$ cat config.mk
export PLATFORM = sky130hd
export DESIGN_NAME = muldiv_unit_flat
export DESIGN_NICKNAME = d
export VERILOG_FILES = /design/src/rtl/muldiv_unit_if.sv /design/src/rtl/muldiv_unit.sv /design/src/flat_wrapper.sv
export SDC_FILE = /design/constraint.sdc
export NUM_CORES = 1
export LEC_CHECK = 0
export CORE_UTILIZATION = 30
export DETAILED_ROUTE_END_ITERATION = 6
export HOLD_SLACK_MARGIN = 0.08
export PLACE_DENSITY_LB_ADDON = 0.08
export SLEW_MARGIN = 20
export SYNTH_ARGS = -nofsm -noshare
export SYNTH_HDL_FRONTEND = slang
export SYNTH_SLANG_ARGS = --single-unit
export TNS_END_PERCENT = 100
$ cat constraint.sdc
create_clock -name clk -period 12.2 [get_ports clk]
set_input_delay 2.44 -clock clk [delete_from_list [all_inputs] [get_ports clk]]
set_output_delay 2.44 -clock clk [all_outputs]
set_load 0.05 [all_outputs]
$ cat src/rtl/muldiv_unit_if.sv
// rtl/muldiv_unit_if.sv - request/response bundle between issue logic and the RV32M multiply/divide unit
//
// Signals:
//   start_pi     request strobe, sampled by the unit only while it is idle
//   funct3_pi    RV32M operation select
//   operand1_pi  rs1 value
//   operand2_pi  rs2 value
//   destReg_pi   rd index of the request
//   busy_po      unit is working on an accepted request
//   done_po      one-cycle completion pulse
//   result_po    completed result, held until the next completion
//   destReg_po   rd of the completed request
//   we_po        register file write enable
//
// Modports:
//   master  issue side (drives the request, observes the response)
//   slave   the multiply/divide unit

interface muldiv_unit_if;
    logic        start_pi;
    logic [2:0]  funct3_pi;
    logic [31:0] operand1_pi;
    logic [31:0] operand2_pi;
    logic [4:0]  destReg_pi;
    logic        busy_po;
    logic        done_po;
    logic [31:0] result_po;
    logic [4:0]  destReg_po;
    logic        we_po;

    modport master (
        output start_pi, funct3_pi, operand1_pi, operand2_pi, destReg_pi,
        input  busy_po, done_po, result_po, destReg_po, we_po
    );

    modport slave (
        input  start_pi, funct3_pi, operand1_pi, operand2_pi, destReg_pi,
        output busy_po, done_po, result_po, destReg_po, we_po
    );
endinterface

$ cat src/rtl/muldiv_unit.sv
// rtl/muldiv_unit.sv - iterative RV32M multiply/divide unit, one radix-2 step per cycle
//
// Ports:
//   clk    system clock, rising edge
//   reset  asynchronous, active-low reset
//   bus    muldiv_unit_if.slave request/response bundle
//
// Build option:
//   SWITCHMCU_DIV_EN  defined   -> all eight funct3 ops (MUL/MULH/MULHSU/MULHU/DIV/DIVU/REM/REMU)
//                     undefined -> divider datapath omitted; divide ops complete with the same
//                                  timing, result 0 and no register write
//
// Timing: request accepted at edge N, 32 iterations on edges N+1..N+32, DONE for one cycle
// after edge N+32, idle again after edge N+33.

module muldiv_unit (
    input  logic          clk,
    input  logic          reset,
    muldiv_unit_if.slave  bus
);

    typedef enum logic [1:0] {
        IDLE = 2'd0,
        RUN  = 2'd1,
        DONE = 2'd2
    } state_t;

    state_t      state_q;
    state_t      state_d;

    logic [4:0]  cnt_q;
    logic [2:0]  f3_q;
    logic        neg_q;       // final result must be negated
    logic [31:0] mag_q;       // multiplicand (multiply) or divisor (divide) magnitude
    logic [63:0] work_q;      // multiply: {partial product, multiplier}; divide: {remainder, quotient}
    logic [4:0]  rd_lat_q;    // rd of the request in flight
    logic [31:0] result_q;
    logic [4:0]  rd_q;

    // Accept-time operand conditioning
    logic        op1_signed;
    logic        op2_signed;
    logic        a_neg;
    logic        b_neg;
    logic [31:0] a_mag;
    logic [31:0] b_mag;
    logic        neg_init;

    // Iteration datapath
    logic [32:0] add_sum;
    logic [63:0] mul_step;
    logic [63:0] work_d;
    logic [63:0] mul_full;
    logic [31:0] mul_res;
    logic [31:0] final_res;

`ifdef SWITCHMCU_DIV_EN
    logic [32:0] shifted;
    logic        ge;
    logic [63:0] div_step;
    logic [31:0] div_val;
    logic [31:0] div_res;
`endif

    always_comb begin
        op1_signed = 1'b0;
        op2_signed = 1'b0;
        case (bus.funct3_pi)
            3'b000, 3'b001, 3'b100, 3'b110: begin
                op1_signed = 1'b1;
                op2_signed = 1'b1;
            end
            3'b010:  op1_signed = 1'b1;
            default: ;
        endcase

        a_neg = op1_signed & bus.operand1_pi[31];
        b_neg = op2_signed & bus.operand2_pi[31];
        a_mag = a_neg ? (32'd0 - bus.operand1_pi) : bus.operand1_pi;
        b_mag = b_neg ? (32'd0 - bus.operand2_pi) : bus.operand2_pi;

        // Remainder follows the dividend; a zero divisor keeps the all-ones quotient unsigned.
        if (!bus.funct3_pi[2])
            neg_init = a_neg ^ b_neg;
        else if (bus.funct3_pi[1])
            neg_init = a_neg;
        else
            neg_init = (a_neg ^ b_neg) & (|bus.operand2_pi);
    end

    always_comb begin
        // Shift-add: conditionally add multiplicand to the high half, then shift the
        // 65-bit {carry, high, low} right by one; the multiplier drains out of the low half.
        add_sum  = {1'b0, work_q[63:32]} + (work_q[0] ? {1'b0, mag_q} : 33'd0);
        mul_step = {add_sum, work_q[31:1]};

`ifdef SWITCHMCU_DIV_EN
        // Restoring divide: bring the next dividend bit into the remainder and subtract
        // when it fits. A zero divisor always "fits", giving all-ones quotient and
        // remainder equal to the dividend without special handling.
        shifted  = {work_q[63:32], work_q[31]};
        ge       = (shifted >= {1'b0, mag_q});
        div_step = ge ? {shifted[31:0] - mag_q, work_q[30:0], 1'b1}
                      : {shifted[31:0],         work_q[30:0], 1'b0};
        work_d   = f3_q[2] ? div_step : mul_step;
`else
        work_d   = mul_step;
`endif

        mul_full = neg_q ? (64'd0 - work_d) : work_d;
        mul_res  = (f3_q[1:0] == 2'b00) ? mul_full[31:0] : mul_full[63:32];

`ifdef SWITCHMCU_DIV_EN
        div_val   = f3_q[1] ? work_d[63:32] : work_d[31:0];
        div_res   = neg_q ? (32'd0 - div_val) : div_val;
        final_res = f3_q[2] ? div_res : mul_res;
`else
        final_res = f3_q[2] ? 32'd0 : mul_res;
`endif
    end

    always_ff @(posedge clk or negedge reset) begin
        if (!reset)
            state_q <= IDLE;
        else
            state_q <= state_d;
    end

    always_comb begin
        state_d = state_q;
        case (state_q)
            IDLE:    if (bus.start_pi) state_d = RUN;
            RUN:     if (cnt_q == 5'd0) state_d = DONE;
            DONE:    state_d = IDLE;
            default: state_d = IDLE;
        endcase
    end

    always_ff @(posedge clk or negedge reset) begin
        if (!reset) begin
            cnt_q    <= 5'd0;
            f3_q     <= 3'd0;
            neg_q    <= 1'b0;
            mag_q    <= 32'd0;
            work_q   <= 64'd0;
            rd_lat_q <= 5'd0;
            result_q <= 32'd0;
            rd_q     <= 5'd0;
        end else begin
            case (state_q)
                IDLE: begin
                    if (bus.start_pi) begin
                        f3_q     <= bus.funct3_pi;
                        neg_q    <= neg_init;
                        rd_lat_q <= bus.destReg_pi;
                        cnt_q    <= 5'd31;
                        if (bus.funct3_pi[2]) begin
                            work_q <= {32'd0, a_mag};
                            mag_q  <= b_mag;
                        end else begin
                            work_q <= {32'd0, b_mag};
                            mag_q  <= a_mag;
                        end
                    end
                end
                RUN: begin
                    work_q <= work_d;
                    if (cnt_q == 5'd0) begin
                        result_q <= final_res;
                        rd_q     <= rd_lat_q;
                    end else begin
                        cnt_q <= cnt_q - 5'd1;
                    end
                end
                default: ;
            endcase
        end
    end

    assign bus.busy_po    = (state_q != IDLE);
    assign bus.done_po    = (state_q == DONE);
    assign bus.result_po  = result_q;
    assign bus.destReg_po = rd_q;
`ifdef SWITCHMCU_DIV_EN
    assign bus.we_po      = bus.done_po & (|rd_q);
`else
    assign bus.we_po      = bus.done_po & (|rd_q) & ~f3_q[2];
`endif

endmodule
$ cat src/flat_wrapper.sv
// flat-port wrapper written by rule: the top's interface ports become plain ports
module muldiv_unit_flat 
  (clk, reset, bus_start_pi, bus_funct3_pi, bus_operand1_pi, bus_operand2_pi, bus_destReg_pi, bus_busy_po, bus_done_po, bus_result_po, bus_destReg_po, bus_we_po);
  muldiv_unit_if bus_i ();
  input  logic clk;
  input  logic reset;
  input wire logic [$bits(bus_i.start_pi)-1:0] bus_start_pi;
  input wire logic [$bits(bus_i.funct3_pi)-1:0] bus_funct3_pi;
  input wire logic [$bits(bus_i.operand1_pi)-1:0] bus_operand1_pi;
  input wire logic [$bits(bus_i.operand2_pi)-1:0] bus_operand2_pi;
  input wire logic [$bits(bus_i.destReg_pi)-1:0] bus_destReg_pi;
  output wire logic [$bits(bus_i.busy_po)-1:0] bus_busy_po;
  output wire logic [$bits(bus_i.done_po)-1:0] bus_done_po;
  output wire logic [$bits(bus_i.result_po)-1:0] bus_result_po;
  output wire logic [$bits(bus_i.destReg_po)-1:0] bus_destReg_po;
  output wire logic [$bits(bus_i.we_po)-1:0] bus_we_po;
  assign bus_i.start_pi = bus_start_pi;
  assign bus_i.funct3_pi = bus_funct3_pi;
  assign bus_i.operand1_pi = bus_operand1_pi;
  assign bus_i.operand2_pi = bus_operand2_pi;
  assign bus_i.destReg_pi = bus_destReg_pi;
  assign bus_busy_po = bus_i.busy_po;
  assign bus_done_po = bus_i.done_po;
  assign bus_result_po = bus_i.result_po;
  assign bus_destReg_po = bus_i.destReg_po;
  assign bus_we_po = bus_i.we_po;
  muldiv_unit u_core (.clk(clk), .reset(reset), .bus(bus_i));
endmodule
# --- Word level (Yosys, flattened, before mapping) ---
# Index checks and enable logic that the tools add are counted.
word_totals:
  memories: 0
  elab_cells: 65
  latch_bits: 0
  ff_bits: 149
  mem_bits_rw: 0
  in_bits: 75
  mem_bits_ro: 0
classes:
  addsub: 5
  mux: 20
  n_div: 0
  reduce_logical: 15
  eq_ne: 9
  n_shift: 0
  n_mul: 0
  bitwise: 7
  magnitude_cmp: 0
op_table:
  columns: ["cell", "count"]
  rows:
  - ["32-bit 2-to-1 mux", 7]
  - ["64-bit 2-to-1 mux", 2]
  - ["64-bit one-hot mux with 2 select lines", 1]
  - ["1-bit by 32-bit subtractor with 32-bit output, first input constant", 2]
  - ["1-bit by 64-bit subtractor with 64-bit output, first input constant", 1]
  - ["32-bit by 33-bit adder with 33-bit output", 1]
  - ["32-bit OR reduction", 1]
  - ["5-bit 2-to-1 mux", 2]
  - ["5-bit one-hot mux with 2 select lines", 1]
  - ["5-bit OR reduction", 2]
  - ["2-bit AND reduction", 4]
  - ["3-bit equality test, second input constant", 2]
  - ["1-bit bitwise AND", 5]
  - ["5-bit logical NOT", 1]
  - ["5-bit by 1-bit subtractor with 5-bit output, second input constant", 1]
  - ["2-bit logical NOT", 2]
  - ["1-bit 2-to-1 mux", 4]
  - ["2-bit 2-to-1 mux", 2]
  - ["2-bit inequality test, second input constant", 2]
  - ["2-bit one-hot mux with 2 select lines", 1]
  - ["2-bit nonzero test", 2]
  - ["4-bit OR reduction", 1]
  - ["3-bit by 1-bit equality test with 1-bit output, second input constant", 1]
  - ["3-bit by 2-bit equality test with 1-bit output, second input constant", 1]
  - ["other kinds (7)", 7]

# --- Longest topological paths before layout ---
# Gate-level depths: netlist (run 1).
logic_depth:
  word_depth: 8
  mapped_depth: 15
  ltp_nobuf: 13

# --- Least setup slack after synthesis (run 1) ---
# No wires, ideal clock.
synth_path:
  kind: "reg-to-output"
  startpoint: "register u_core.state_q[0]"
  endpoint: "output bus_we_po"
  path_stages_with_launch: 3
  t_arrival_ps: 2361
  path_slack_ps: 7399
  path_cell_list: "dfrtp_1 > nor2b_1 > nor3b_1"
synth_via:
  elab_chain_len: 3
synth_rtl:
  columns: ["element", "line_no", "rtl"]
  rows:
  - ["start, declared", "muldiv_unit.sv:28", "state_t state_q;"]
  - ["start signal, assigned", "muldiv_unit.sv:126", "state_q <= state_d;"]
  - ["2-bit equality test", "muldiv_unit.sv:181", "assign bus.done_po = (state_q == DONE);"]
  - ["net bus_done_po", "flat_wrapper.sv:13", "output wire logic [$bits(bus_i.done_po)-1:0] bus_done_po;"]
  - ["1-bit bitwise AND (2 in series)", "muldiv_unit.sv:187", "assign bus.we_po = bus.done_po & (|rd_q) & ~f3_q[2];"]
  - ["end, declared", "flat_wrapper.sv:16", "output wire logic [$bits(bus_i.we_po)-1:0] bus_we_po;"]
# The timed path passes the listed nets, and every way through them passes these cells.

# --- Final worst setup path (run 1) ---
layout_path:
  startpoint: "input bus_operand2_pi[2]"
  endpoint: "register u_core.work_q[27]"
layout_via:
  elab_chain_len: 5
layout_rtl:
  columns: ["element", "line_no", "rtl"]
  rows:
  - ["start, declared", "flat_wrapper.sv:10", "input wire logic [$bits(bus_i.operand2_pi)-1:0] bus_operand2_pi;"]
  - ["1-bit by 32-bit subtractor with 32-bit output", "muldiv_unit.sv:80", "b_mag = b_neg ? (32'd0 - bus.operand2_pi) : bus.operand2_pi;"]
  - ["32-bit 2-to-1 mux", "muldiv_unit.sv:80", null]
  - ["32-bit 2-to-1 mux", "muldiv_unit.sv:157", "if (bus.funct3_pi[2]) begin"]
  - ["64-bit 2-to-1 mux", "muldiv_unit.sv:152", "if (bus.start_pi) begin"]
  - ["64-bit one-hot mux with 2 select lines", "muldiv_unit.sv:150", "case (state_q)"]
  - ["end signal, assigned", "muldiv_unit.sv:158", "work_q <= {32'd0, a_mag};"]
  - ["end signal, assigned", "muldiv_unit.sv:161", "work_q <= {32'd0, b_mag};"]
  - ["end signal, assigned", "muldiv_unit.sv:167", "work_q <= work_d;"]
  - ["end, declared", "muldiv_unit.sv:35", "logic [63:0] work_q;"]
# Every way passes these cells. The select of a mux whose other input is x is not followed.
# A chain may end at the register's enable or synchronous reset.

==> metrics.md, run 1 <==
| Metric | Value |
|---|---|
| Initial Util | `0.305` |
| Sum of negative setup slack | `0 ps` |
| Max incr delay on CP | `just under 700 ps` |
| Worst hold path depth | `2` |
| Vias in the first global route | `10200` |
| Post-synth net total | `between 1500 and 2000` |
| Routing usage on met3 | `0.0273` |
| Vias | `10700` |
| Clk pin slew, worst setup/hold paths | `about 60 ps` |
| Maximum vdd drop | `0.102 mV` |
| Max_cap viols | `0` |
| Worst reg2reg setup slack | `around 7100 ps` |
| Status | `finished clean` |
| Slowest-stage cell, CP | `nor4_1` |
| Cts-stage hold buffer count | `0` |
| Synthesized area | `roughly 0.012 mm²` |
| Min-Delay Endpoint | `u_core.bus.destReg_po[3]` |
| Seq/Total Area, Yosys | `0.324` |
| Die area | `roughly 0.04 mm²` |
| Top_reg_cell synth | `dfrtp_1` |
| Clock sink count | `149` |
| Count leader, synth | `nand2_1` |
| GRT overflow | `0` |
| Yosys Warn Count | `0` |
| GRT Util Overall | `0.204` |
| CTS Buffer Depth | `2` |
| First-pass GRT wire length | `about 60000 µm` |
| Gr busiest metal | `met2` |
| First-pass iteration count of the detailed router | `5` |
| Cts repair resizes | `0` |
| PD cells | `~250 mW/mm²` |
| Netlist cell types | `73` |
| Final Routed Wirelength | `between 30000 and 40000 µm` |
| FMAX | `around 180 MHz` |
| Lkg Pwr | `0.00558 µW` |
| Largest net degree at the start of global routing | `128` |
| Final worst-path cycle share | `0.445` |
| Io pins | `~120` |
| Final Max Slew Viols | `0` |
| Avg Cell Area, Syn | `a little under 8 µm²` |
| Worst slew margin | `0.326` |
| Height of the chip | `198 µm` |
| Hold Startpoint | `u_core.rd_lat_q[3]` |
| Yosys top cell area share | `0.324` |
| # DRC | `0` |
| Post-synthesis cell count | `around 1500` |
| CP Cell Sequence | `clkdlybuf4s50_1 > nor4_1 > nand2_1 > nor3b_1 > and3_1 > nand2_1 > o41ai_1 > xor2_1 > nor2_1 > a21oi_1 > o21ai_0` |
| Width of the die | `between 150 and 200 µm` |
| Worst Skew | `10.8 ps` |
| Number of synthesized flops with an enable pin | `0` |
| Final hold violation count | `0` |
| Yosys reg bits | `~150` |
| Worst R2R Start | `u_core.work_q[0]` |
| Met1 Use GR | `0.299` |
| Synth-to-Final Area Change | `18.2%` |
| R2R depth | `12` |
| Detail-routed via count per cell | `5.23` |
| Row count | `71` |
| Commonest cells in the netlist | `nand2_1, o21ai_0, dfrtp_1, nor2_1, a21oi_1` |
| DP Area | `approximately 0.013 mm²` |
| DP HPWL | `approximately 30000 µm` |
| Starting DRT DRC Count | `~840` |
| CP required | `~13000 ps` |
| Largest area contributor in the netlist | `dfrtp_1` |
| Most Frequent Cell on Critical Path | `nand2_1` |
| # diodes | `0` |
| Post-route ant nets | `0` |
| Clock latency on the worst-skew pair | `between 400 and 500 ps` |
| Largest cells by area after synthesis | `dfrtp_1, o21ai_0, nand2_1` |
| FILL cells | `approximately 4000` |
| Asr flop ratio synth | `1.00` |
| Critical path's top delay family | `simple AND/OR/NAND/NOR gates` |
| Layout cell share with drive strength beyond 1 | `0.0471` |
| Critical path class | `in -> reg` |
| CTS tree | `done` |
| Worst-Margin Slew | `1010 ps` |
| GP Congestion | `0.889` |
| Worst reg2reg endpoint | `u_core.bus.result_po[25]` |
| Buffers added on ports | `approximately 110` |
| Post-CTS Setup Bufs | `0` |
| RSZ-0062 raised after global routing | `no` |
| Routed WL per cell | `19.2 µm` |
| CP Buf/Inv Count | `1` |
| WP data arrival | `roughly 5700 ps` |
| GRT met2 Usage | `0.308` |
| Worst Hold Class | `reg -> reg` |
| Core area | `between 0.03 and 0.04 mm²` |
| Final Instance Area | `about 0.014 mm²` |
| Final setup fails | `0` |
| Initial antenna violation count | `1` |
| Crit path max fanout | `5` |
| Min Tclk post-route | `5430 ps` |
| Worst setup EP type | `flop` |
| H-Tree Depth | `4` |
| Crit start category | `input pin` |
| Inserted Clock Buffers | `17` |
| Root buffer cell | `clkbuf_16` |
| Final #Nets | `~1600` |
==> how the worst max path moves through the flow <==
stage | start | to | slack (ps) | cells after the start
6_report | bus_operand2_pi[2] | u_core.work_q[27] | 6770 | 11
3_3_place_gp | bus_operand2_pi[2] | u_core.work_q[27] | 6330 | 11
3_5_place_dp | bus_operand2_pi[2] | u_core.work_q[27] | 6320 | 11
2_1_floorplan | u_core.state_q[0] | bus_we_po | 7400 | 2
5_1_grt | bus_operand2_pi[2] | u_core.work_q[29] | 6470 | 11
4_1_cts | bus_operand2_pi[2] | u_core.work_q[27] | 6760 | 11
==> worst register-to-register path: stages (launching register included) <==
cell and delay (ps):
dfrtp_1 920, and2_1 240, ha_1 190, fa_1 470, nor3_1 350, nand2_1 130
a221o_1 320, or3_1 410, or4b_1 670, o41ai_2 520, a41oi_1 230, xnor2_1 190
a221o_1 350
==> final cells by class <==
class,instances,area [µm²],area share
clock inverters,11,111,0.00818
well taps,511,639,0.0470
clock buffers,20,437,0.0321
repair buffers,129,1250,0.0921
multi-input cells,1194,7330,0.539
inverters,27,101,0.00745
flip-flops and latches,149,3730,0.274
==> logic make-up (layout without fill, tap and decap cells) <==
group | after synthesis | in the layout | synth area share
compound gates | 461 | 461 | 0.251
xor+xnor | 141 | 141 | 0.107
fa+ha+maj | 38 | 38 | 0.0420
buf+inv | 123 | 187 | 0.0405
flops | 149 | 149 | 0.324
mux | 10 | 10 | 0.00881
simple gates | 544 | 544 | 0.227
==> sequential cells by signal, indices dropped and copies added (netlist names) <==
register / flops
u_core.f3_q: 3
u_core.bus.result_po: 32
u_core.mag_q: 32
u_core.rd_lat_q: 5
u_core.work_q: 64
u_core.cnt_q: 5
u_core.bus.destReg_po: 5
u_core.state_q: 2
u_core.neg_q: 1
==> power breakdown <==
group	switching [µW]	internal (µW)	leakage, µW	total (µW)
clock network	215	297	0.000273	512
logic	1300	756	0.00343	2060
registers	200	692	0.00188	892
total	1710	1750	0.00558	3460
==> cell usage in the layout (no fill, tap or decap), types with 5 or more instances in the layout <==
cell type	count
a21oi_1	94
inv_1	27
o221ai_1	12
nor2b_1	7
nor4_1	10
a211oi_1	6
o31ai_1	20
nand4_1	13
mux2i_1	9
a22oi_1	34
clkdlybuf4s50_1	112
dfrtp_1	148
clkinv_2	7
and4_1	8
or4_1	8
xnor2_1	76
and2_1	50
a21o_1	12
nand2b_1	7
a31oi_1	11
or3_1	14
nor2_1	100
o41ai_1	13
o21ai_0	185
buf_4	16
ha_1	37
and3_1	15
a32o_1	5
clkbuf_16	17
nand2_1	221
nor3_1	23
nand3_1	44
a22o_1	10
o21ai_1	13
xor2_1	65
==> routing by layer <==
layer,vias to the layer above,wire [µm],part of all wire
li1,5349,-,-
met5,-,13,0.00033
met3,48,1730,0.044
met2,260,17000,0.43
met4,2,831,0.021
met1,5022,19600,0.50
==> stage by stage <==
| step | cells | setup slack [ps] | utilization | hold slack (ps) | power, µW |
|---|---|---|---|---|---|
| global placement | 2010 | 6330 | 0.347 | 452 | 2940 |
| floorplan | 1466 | 7400 | - | 439 | 2300 |
| finish | 2041 | 6770 | 0.361 | 465 | 3460 |
| global route | 2041 | 6470 | 0.361 | 500 | 3740 |
| CTS | 2041 | 6760 | 0.361 | 470 | 3470 |
| detailed placement | 2010 | 6320 | 0.347 | 454 | 2950 |
Power figures use the tool's default switching activity.
==> run 2: changes to the inputs <==
==> constraint.sdc (replaced) <==
create_clock -name clk -period 4.9 [get_ports clk]
set_input_delay 0.98 -clock clk [delete_from_list [all_inputs] [get_ports clk]]
set_output_delay 0.98 -clock clk [all_outputs]
set_load 0.05 [all_outputs]
==> run 2 against run 1 <==
Sequential power rose to 2.5 times the previous value. Sequential cell count did not move. Worst hold slack barely moved. Final area rose by 1.1%. Global-route usage rose by 0.29 points. Final cell count rose by 0.64%. Sequential share of layout area fell by 0.29 points. Count of clock-buffer cells in the layout rose by 1. Highest routed layer is now met4. Combinational power rose to 2.5 times the previous value. Core utilization rose by 0.39 points. Routed wire length rose by 1.8%. Die area did not move.
==> metrics.md, run 2 (same netlist as run 1, synthesis figures left out) <==
| Metric | Value |
|---|---|
| Dpl ws | `527 ps (-5790 ps)` |
| WL met1 | `19700 µm (+0.64%)` |
| Commonest non-fill, non-tap cell in the layout | `nand2_1` |
| Root buffer cell | `clkbuf_16` |
| Status | `finished clean` |
| Detail-routed via count per cell | `5.23 (about the same)` |
| Final hold violation count | `0 (unchanged)` |
| Buffers added on ports | `114 (unchanged)` |
| Row count | `71 (unchanged)` |
| First-pass iteration count of the detailed router | `5 (unchanged)` |
| Critical path class | `reg -> reg` |
| GRT Util Overall | `0.207 (+0.00287)` |
| # DRC | `0 (unchanged)` |
| GP Congestion | `0.912 (+2.6%)` |
| Post-route ant nets | `0 (unchanged)` |
| FF+latch area | `0.00373 mm² (unchanged)` |
| Sum of negative setup slack | `0 ps (unchanged)` |
| Final #Nets | `1643 (+0.74%)` |
| # diodes | `0 (unchanged)` |
| Max incr delay on CP | `480 ps (-200 ps)` |
| Largest Register | `u_core.work_q` |
| Worst setup EP type | `flop` |
| Worst-Margin Slew | `962 ps (-48.8 ps)` |
| Crit path max fanout | `13 (+8)` |
| Routed WL per cell | `19.4 µm (+1.2%)` |
| Largest net degree at the start of global routing | `128 (unchanged)` |
| Slowest-stage cell, CP | `dfrtp_1` |
| RSZ-0062 raised after global routing | `no` |
| Clk pin slew, worst setup/hold paths | `60 ps (about the same)` |
| Initial antenna violation count | `0 (-1)` |
| Worst Hold Class | `reg -> reg` |
| Routed met3 length | `1710 µm (-1.1%)` |
| Cts-stage hold buffer count | `0 (unchanged)` |
| Vias | `10800 (+0.65%)` |
| Maximum vdd drop | `0.227 mV (+120%)` |
| Final worst-path cycle share | `0.907` |
| Worst slew margin | `0.359 (+0.0325)` |
| Critical path's top delay family | `compound AO/OA/AOI/OAI gates` |
| Crit start category | `flop` |
| Clock sink count | `149 (unchanged)` |
| Vias in the first global route | `10400 (+1.9%)` |
| Max_cap viols | `0 (unchanged)` |
| Initial Util | `0.305 (unchanged)` |
| Lkg Pwr | `0.00566 µW (+1.4%)` |
| FILL cells | `4002 (-0.82%)` |
| Core area | `0.0377 mm² (unchanged)` |
| H-Tree Depth | `4 (unchanged)` |
| Most frequent cells in the layout | `nand2_1, o21ai_0, dfrtp_1` |
| Synth-to-Final Area Change | `19.5%` |
| Max reg flops | `64 (unchanged)` |
| Worst Slack Setup Final | `453 ps (-6320 ps)` |
| PD cells | `640 mW/mm² (+150%)` |
| Met2 Wirelength | `17600 µm (+3.8%)` |
| Final setup fails | `0 (unchanged)` |
| Layout cell share with drive strength beyond 1 | `0.0564 (+0.00932)` |
| Post-CTS Setup Bufs | `0 (unchanged)` |
| Final Max Slew Viols | `0 (unchanged)` |
| Final core utilization | `0.365 (+0.00392)` |
| Width of the die | `198 µm (unchanged)` |
| Final Routed Wirelength | `39900 µm (+1.8%)` |
| Worst Skew | `9.11 ps (-1.65 ps)` |
| DP HPWL | `30900 µm (+2.8%)` |
| GRT overflow | `0 (unchanged)` |
| CP required | `5200 ps (-7300 ps)` |
| First-pass GRT wire length | `61900 µm (+1.4%)` |
| Multi-input logic area | `0.00733 mm² (about the same)` |
| Die area | `0.0391 mm² (unchanged)` |
| CP Cell Sequence | `and2_1 > ha_1 > fa_1 > a21o_1 > a221o_2 > a2111oi_0 > a311oi_1 > a2111o_1 > nand2b_1 > or3_1 > o41ai_2 > xnor2_1 > o21ai_1` |
| CTS Buffer Depth | `2 (unchanged)` |
| FMAX | `225 MHz` |
| CP Buf/Inv Count | `0 (-1)` |
| Starting DRT DRC Count | `750 (-11%)` |
| Min Tclk post-route | `4450 ps` |
| Inserted Clock Buffers | `17 (unchanged)` |
| Height of the chip | `198 µm (unchanged)` |
| WP data arrival | `4750 ps (-980 ps)` |
| Clock latency on the worst-skew pair | `440 ps (about the same)` |
| Io pins | `115 (unchanged)` |
| Cts repair resizes | `0 (unchanged)` |
| Top Layer Used | `met4` |
| CTS tree | `done` |
[run 2: worst min-delay path: stages, from the launching register on]
cell     delay, ps
dfrtp_1        340
nand2_1         50
nand2_1         40
[run 2: final timing paths]
| kind | from | end | slack (ps) | cells after the start |
|---|---|---|---|---|
| worst max-delay path | u_core.work_q[0] | u_core.bus.result_po[29] | 450 | 13 |
| worst min-delay path | u_core.rd_lat_q[1] | u_core.bus.destReg_po[1] | 470 | 2 |
| worst max register to register | u_core.work_q[0] | u_core.bus.result_po[29] | 450 | 13 |
| worst min register to register | u_core.rd_lat_q[1] | u_core.bus.destReg_po[1] | 470 | 2 |
| max in group asynchronous | reset | u_core.mag_q[13] | 3410 | 2 |
| min in group asynchronous | reset | u_core.work_q[3] | 590 | 1 |
[run 2: metrics by stage]
stage / total power, µW / instances / hold slack, ps / area (µm²)
after global placement: 7450 / 2022 / 449 / 13200
after CTS: 8830 / 2054 / 470 / 13800
after floorplan: 5740 / 1466 / 439 / 11500
after detailed placement: 7450 / 2022 / 453 / 13200
after global routing: 9490 / 2054 / 491 / 13800
final: 8810 / 2054 / 465 / 13800
[run 2: layout make-up]
type,count,share of cell area
well taps,511,0.0465
clock buffers,21,0.0349
multi-input cells,1194,0.533
repair buffers,141,0.0985
flip-flops and latches,149,0.271
inverters,27,0.00737
clock inverters,11,0.00837
[run 2: report_power, final]
group          leakage (µW)  internal (µW)  switching, µW
Clock              0.000287            762            579
Sequential          0.00188           1720            520
Combinational       0.00349           1930           3290
Total               0.00566           4420           4390
[run 2: per-layer routing]
metal  up-vias  global-route usage
li1       5402                   -
met3        45              0.0296
met5         -                   0
met4         0              0.0583
met2       256               0.324
met1      5047               0.294
